<file path="src/rtl/evm_vote_controller.sv">
// evm_vote_controller: election state machine with per-candidate tallies, vote lockout and winner scan
// Ports:
//   clk_100MHz, reset_n             system clock and asynchronous active-low reset
//   open_btn, close_btn, result_btn,
//   clear_btn, vote_btn[3:0]        debounced level buttons, acted on at their rising edge
//   state[1:0]                      00 idle, 01 open, 10 closed, 11 result
//   winner[1:0]                     winning candidate index, valid in result
//   vote_count[4:0]                 value shown on the display (0..19)
//   vote_ack, vote_reject           one-cycle outcome pulses for a vote attempt
//   busy                            high during the 4-cycle winner scan
module evm_vote_controller #(
    parameter int NUM_CAND       = 4,
    parameter int MAX_VOTES      = 19,
    parameter int LOCKOUT_CYCLES = 100_000_000
) (
    input  logic                clk_100MHz,
    input  logic                reset_n,
    input  logic                open_btn,
    input  logic                close_btn,
    input  logic                result_btn,
    input  logic                clear_btn,
    input  logic [NUM_CAND-1:0] vote_btn,
    output logic [1:0]          state,
    output logic [1:0]          winner,
    output logic [4:0]          vote_count,
    output logic                vote_ack,
    output logic                vote_reject,
    output logic                busy
);
    localparam int LW = $clog2(LOCKOUT_CYCLES + 1);
    typedef enum logic [1:0] {IDLE = 2'b00, OPEN = 2'b01, CLOSED = 2'b10, RESULT = 2'b11} state_t;
    state_t st, st_nx;
    logic open_q, close_q, result_q, clear_q;
    logic open_ev, close_ev, result_ev, clear_ev;
    logic [NUM_CAND-1:0] vote_q, vote_ev;
    logic [4:0] tally [NUM_CAND];
    logic [4:0] total, total_nx, count_nx;
    logic [LW-1:0] lockout;
    logic [1:0] idx, best, best_nx, winner_nx;
    logic accept, reject, start_scan, scan_done, open_clr;
    assign open_ev    = open_btn & ~open_q;
    assign close_ev   = close_btn & ~close_q;
    assign result_ev  = result_btn & ~result_q;
    assign clear_ev   = clear_btn & ~clear_q;
    assign vote_ev    = vote_btn & ~vote_q;
    assign open_clr   = st == IDLE && open_ev;
    // clear wins over a simultaneous result press in CLOSED
    assign start_scan = st == CLOSED && !busy && result_ev && !clear_ev;
    assign scan_done  = busy && idx == 2'd3;
    // strict greater-than keeps ties on the lowest index
    assign best_nx    = tally[idx] > tally[best] ? idx : best;
    assign state      = st;
    always_ff @(posedge clk_100MHz or negedge reset_n) begin
        if (!reset_n) st <= IDLE;
        else          st <= st_nx;
    end
    always_comb begin
        st_nx = st;
        case (st)
            IDLE:   if (open_ev) st_nx = OPEN;
            OPEN:   if (close_ev) st_nx = CLOSED;
            CLOSED: if (scan_done) st_nx = RESULT; else if (!busy && clear_ev) st_nx = IDLE;
            RESULT: if (clear_ev) st_nx = IDLE;
        endcase
    end
    always_comb begin
        accept = 1'b0;
        reject = 1'b0;
        // a vote coinciding with close is dropped without ack or reject
        if (st == OPEN && vote_ev != '0 && !close_ev) begin
            accept = (vote_ev & (vote_ev - NUM_CAND'(1))) == '0 && vote_btn == vote_ev &&
                     lockout == '0 && total < 5'(MAX_VOTES);
            reject = !accept;
        end
        total_nx  = open_clr ? 5'd0 : total + {4'd0, accept};
        winner_nx = st_nx != RESULT ? 2'd0 : st == CLOSED ? best_nx : winner;
        count_nx  = st_nx == IDLE ? 5'd0 : st_nx != RESULT ? total_nx :
                    st == CLOSED ? tally[best_nx] : vote_count;
    end
    always_ff @(posedge clk_100MHz or negedge reset_n) begin
        if (!reset_n) begin
            {open_q, close_q, result_q, clear_q} <= '0;
            vote_q      <= '0;
            total       <= '0;
            lockout     <= '0;
            idx         <= '0;
            best        <= '0;
            busy        <= 1'b0;
            winner      <= '0;
            vote_count  <= '0;
            vote_ack    <= 1'b0;
            vote_reject <= 1'b0;
            for (int i = 0; i < NUM_CAND; i++) tally[i] <= '0;
        end else begin
            {open_q, close_q, result_q, clear_q} <= {open_btn, close_btn, result_btn, clear_btn};
            vote_q      <= vote_btn;
            total       <= total_nx;
            lockout     <= open_clr ? '0 : accept ? LW'(LOCKOUT_CYCLES) :
                           lockout != '0 ? lockout - LW'(1) : lockout;
            idx         <= busy ? idx + 2'd1 : 2'd0;
            best        <= start_scan ? 2'd0 : busy ? best_nx : best;
            busy        <= start_scan || (busy && !scan_done);
            winner      <= winner_nx;
            vote_count  <= count_nx;
            vote_ack    <= accept;
            vote_reject <= reject;
            for (int i = 0; i < NUM_CAND; i++)
                if (open_clr) tally[i] <= '0;
                else if (accept && vote_ev[i]) tally[i] <= tally[i] + 5'd1;
        end
    end
endmodule
</file>
<file path="config.mk">
export PLATFORM = sky130hd
export DESIGN_NAME = evm_vote_controller
export DESIGN_NICKNAME = d
export VERILOG_FILES = /design/src/rtl/evm_vote_controller.sv
export SDC_FILE = /design/constraint.sdc
export NUM_CORES = 1
export LEC_CHECK = 0
export ABC_AREA = 1
export BUFFER_PORTS_ARGS = -buffer_cell sky130_fd_sc_hd__buf_4
export CORE_MARGIN = 2
export CORE_UTILIZATION = 45
export DETAILED_ROUTE_END_ITERATION = 16
export GPL_TIMING_DRIVEN = 0
export SLEW_MARGIN = 20
export SYNTH_ARGS = -nofsm -noshare
export SYNTH_HDL_FRONTEND = slang
export SYNTH_SLANG_ARGS = --single-unit
</file>
<file path="constraint.sdc">
create_clock -name clk_100MHz -period 5.1 [get_ports clk_100MHz]
set_input_delay 0.255 -clock clk_100MHz [delete_from_list [all_inputs] [get_ports clk_100MHz]]
set_output_delay 0.255 -clock clk_100MHz [all_outputs]
set_load 0.02 [all_outputs]
</file>
---- Yosys cells after proc, flatten, opt, wreduce, memory -nomap -nowiden ----
Index checks and enable logic that the tools add are counted.
word-level totals
  memory bits (read-only) ................. 0
  input port bits ......................... 10
  word-level logic and storage cells ...... 126
  memories ................................ 0
  latch bits .............................. 0
  flip-flop bits (word level) ............. 76
  memory bits (writable) .................. 0
  output and inout port bits .............. 12
cells by class
  equal/unequal tests ..................... 6
  shift-type cells ........................ 0
  reductions and logical operators ........ 36
  bitwise operators ....................... 14
  multiply operators ...................... 0
  add/subtract/negate cells ............... 8
  div/mod/pow operators ................... 0
  $lt $le $gt $ge ......................... 5
  multiplexer cells ....................... 38
operator list
  cell                                                                  number
  5-bit two-way mux                                                     18
  27-bit two-way mux                                                    3
  5-bit binary-select mux with 2-bit select                             3
  27-bit zero test                                                      1
  27-bit nonzero test                                                   1
  27-bit by 1-bit subtractor with 27-bit output, second input constant  1
  2-bit two-way mux                                                     11
  5-bit by 1-bit adder with 5-bit output, second input constant         4
  1-bit logical AND                                                     16
  2-bit nonzero test                                                    6
  3-bit >= comparator, second input constant                            3
  2-bit NOT with 3-bit output                                           3
  4-bit bitwise AND                                                     2
  2-bit case mux with 4 select lines                                    1
  2-bit equality test, second input constant                            3
  3-bit nonzero test                                                    2
  5-bit by 1-bit adder with 5-bit output                                1
  5-bit > comparator                                                    1
  1-bit zero test                                                       5
  5-bit less-than comparator, second input constant                     1
  1-bit bitwise AND                                                     4
  4-bit equality test                                                   1
  2-bit zero test                                                       2
  4-bit zero test                                                       1
  other kinds (9)                                                       13

---- Longest topological paths before layout ----
  depth after elaboration ................. 13
  depth in mapped cells ................... 18
  gate-level depth less buffers ........... 18

---- Worst setup path before layout ----
No wires, ideal clock.
  kind .................................... reg2reg
  start point ............................. register best[0]
  end point ............................... register vote_count[0]
  buffers on the path ..................... 1
  cell stages (with the launch flop) ...... 16
  data required time ...................... 4.983 ns
  clock period less this slack ............ 2.467 ns
  setup time .............................. 0.117 ns
  slack ................................... 2.633 ns
  arrival time ............................ 2.350 ns
  cell sequence ........................... dfrtp_1 > clkbuf_1 > nand2_1 > a32o_1 > ha_1 > nand2_1 > nor2_1 > nand2_1 > nand3_1 > nand2_1 > o21ai_0 > nand3_1 > nand2_1 > nand2_1 > nand2_1 > nand2_1
on the way
  cells in the longest elaborated chain, start to end .. 13
ends and longest elaborated chain
  what                                                    line  source
  start, declared                                         39    logic [1:0] idx, best, best_nx, winner_nx;
  start signal, assigned                                  101   best <= start_scan ? 2'd0 : busy ? best_nx : best;
  2-bit NOT with 3-bit output (not written as such)       51    assign best_nx = tally[idx] > tally[best] ? idx : best;
  5-bit binary-select mux with 2-bit select               51
  5-bit two-way mux (not written as such) (2 in a row)    51
  5-bit > comparator                                      51
  2-bit two-way mux *                                     51
  2-bit NOT with 3-bit output (not written as such) *     78    st == CLOSED ? tally[best_nx] : vote_count;
  5-bit binary-select mux with 2-bit select *             78
  5-bit two-way mux (not written as such) * (2 in a row)  78
  5-bit two-way mux *                                     78
  5-bit two-way mux * (2 in a row)                        77    count_nx = st_nx == IDLE ? 5'd0 : st_nx != RESULT ? total_nx :
  end signal, assigned                                    104   vote_count <= count_nx;
  end, declared                                           25    output logic [4:0] vote_count,
Every way passes the cells marked *; elsewhere a longest branch is shown, timed or not. The select of a mux whose other input is x is not followed.
A chain may end at the register's enable or synchronous reset.

---- Worst setup path after layout ----
  start point ............................. register best[0]
  end point ............................... register vote_count[4]
The elaborated chain is that of the path after synthesis.

==> results.md <==
- Status: complete, no violations
- Antenna violations before repair: 0
- Total number of yosys warnings: 0
- # port buffers: 21
- First-pass GRT wire length: a little under 20000 um
- Share of layout cells above drive strength 1: 9.76%
- Sequential area share after synthesis: 41.4%
- Ys flop type: dfrtp_1
- Die width: roughly 110 um
- Hold Crit Class: in2async
- Startpoint types: flop
- Worst Path Required: roughly 5400 ps
- Hpwl dp: 8150 um
- CTS sink count: 76
- Initial DRC count: 269
- Cell taking the most area after synthesis: dfrtp_1
- Remaining global-route overflow: 0
- CTS tree: done
- TritonCTS buffer count: 9
- WL final: about 11000 um
- DRT antenna net count: 0
- Slew HR: 52.5%
- Pwr Density: 563 nW/um2
- Final setup margin: between 2000 and 2500 ps
- Cell area after synthesis: 4600 um2
- Top cells by count, synth: nand2_1, nor2_1, nand3_1, dfrtp_1, inv_1
- Root buf cell: clkbuf_8
- Most frequent cell after synthesis: nand2_1
- N_diodes: 0
- Number of synthesized flops with an enable pin: 0
- F_max: between 0.3 and 0.4 GHz
- Final net count: 675
- H-tree lvl count: 3
- First drt pass iteration count: 5
- Area grow syn2layout: 13.3%
- Worst Path Max Fanout: 10
- Fin Hold WS: around 470 ps
- Clock slew at reported path FFs: about 80 ps
- Clk buf depth: 2
- Vias in the first global route: 3917
- DRC viols: 0
- Postcts setup bufs: 0
- Min Tclk post-route: between 3000 and 4000 ps
- Synth top area cells: dfrtp_1, nand2_1, nand3_1
- Syn Area/Cell: 7.54 um2
- Die area: about 11000 um2
- Slew at the pin closest to its max-slew limit: about 700 ps
- Largest net degree at the start of global routing: a little under 80
- RSZ-0062 raised after global routing: false
- Final GP Congestion: 0.909
- Fin. max-slew vios: 0
- Tcrit/Tclk final: slightly below 60%
- Final Hold Viols: 0
- # IOs: 22
- Routed length per instance: 14.3 um
- Setup Crit Path Kind: reg2reg
- #FFs+latches synth: between 70 and 80
- Worst Setup End Kind: flop
- Synth top area share: 41.4%
- Row count: 36
- Syn_nets: between 600 and 700
- Dpl ws: roughly 2100 ps
- Setup violators final: 0
- CP arrival: 3260 ps
- Starting Density: between 40% and 50%
- Via/cell ratio: 5.16
- Total number of vias: between 4000 and 5000
- Worst-Skew Late Latency: between 300 and 400 ps
- VDD IR max: 0.452 mV
- Core Region: roughly 9900 um2
- Final setup TNS: 0 ps
- Cells after Synth: 610
- Synth unique cells: 36
- Async SR Flop Fraction: 100%
- Clk_skew: roughly 15 ps
- GRT Overall Usage: 22.0%
- Leak: 0.00262 uW
- Chip height: approximately 110 um
- Core Util, Final: 52.8%
- Max_cap viols: 0
-- per-layer routing --
metal | wire (um) | global-route usage, %
met1 | 5670 | 31.8
met2 | 5040 | 32.4
met4 | 157 | 6.86
met3 | 456 | 5.55
met5 | 0 | 0
-- metrics by stage --
stage                     cell area [um2]  total power, uW  instances
final                                5210             2940        789
after global routing                 5210             3230        789
after CTS                            5190             2940        787
after detailed placement             4920             2450        764
after global placement               4920             2430        764
after floorplan                      4600             2060        610
-- state kept, by name (all words and copies together) (netlist names) --
register     cells
close_q          1
open_q           1
vote_count       5
vote_reject      1
busy             1
lockout         27
vote_ack         1
tally           20
idx              2
result_q         1
winner           2
vote_q           4
best             2
total            5
state            2
clear_q          1
-- layout by cell type, fill, tap and decap left out, drive strengths merged, types with 2 or more instances in the layout --
cell type / Yosys / routed
nand2: 149 / 149
nor2: 99 / 99
nand3: 80 / 80
dfrtp: 76 / 76
inv: 52 / 52
buf: 5 / 26
xor2: 24 / 24
o21ai: 23 / 23
clkbuf: 10 / 23
a21oi: 22 / 22
ha: 14 / 14
nand3b: 11 / 11
nor3: 10 / 10
dlygate4sd3: 0 / 9
o22ai: 6 / 6
xnor2: 6 / 6
nand4: 6 / 6
clkinv: 4 / 5
nor4: 4 / 4
a32o: 3 / 3
or2: 2 / 2
o21bai: 2 / 2
-- critical path: stages, from the launching register on --
cell	delay, ps
dfrtp_1	420
clkbuf_1	370
nand2_1	100
a32o_1	260
ha_1	290
nand2_1	60
nor2_1	140
nand2_1	60
nand3_1	110
nand2_1	150
o21ai_1	480
nand3_1	170
nand2_1	120
nand2_1	60
nand2_1	80
nand2_1	50
-- path summary, 6_finish.rpt --
| check | from | endpoint | slack, ps | cells past startpoint |
|---|---|---|---|---|
| setup / recovery | best[0] | vote_count[4] | 2100 | 15 |
| hold / removal | reset_n | lockout[3] | 470 | 2 |
| setup reg to reg | best[0] | vote_count[4] | 2100 | 15 |
| hold reg to reg | vote_count[4] | vote_count[4] | 490 | 2 |
| max in group asynchronous | reset_n | total[3] | 4130 | 2 |
| min in group clk_100MHz | vote_count[4] | vote_count[4] | 490 | 2 |
-- layout make-up --
type                            count  area, um2
Tap cell                          133        166
Fill cell                         986       4650
Timing Repair Buffer               30        251
Multi-Input combinational cell    463       2410
Inverter                           56        210
Sequential cell                    76       1900
Clock buffer                       13        149
Clock inverter                      3       46.3
Buffer                             15       71.3
-- where the power goes --
part / internal (uW) / switching [uW] / leakage (uW)
combinational: 532 / 1070 / 0.00151
clock: 241 / 232 / 0.0000938
sequential: 735 / 129 / 0.00101
total: 1510 / 1430 / 0.00262
-- cell families (layout without fill, tap and decap cells) --
logic type | Yosys count | in the layout | share of synthesized area [%]
and+or+nand+nor | 362 | 362 | 36.1
DFF | 76 | 76 | 41.4
buffers and inverters | 71 | 117 | 6.12
AOI/OAI and AO/OA | 57 | 57 | 6.86
xor gates and xnor gates | 30 | 30 | 5.71
adders and majority gates | 14 | 14 | 3.81
-- repair_timing --
action                    4_1_cts  5_1_grt
hold endpoints to repair        7       47
gates resized for setup         0        0
hold buffers                    7        2
(Power assumes the default switching activity.)
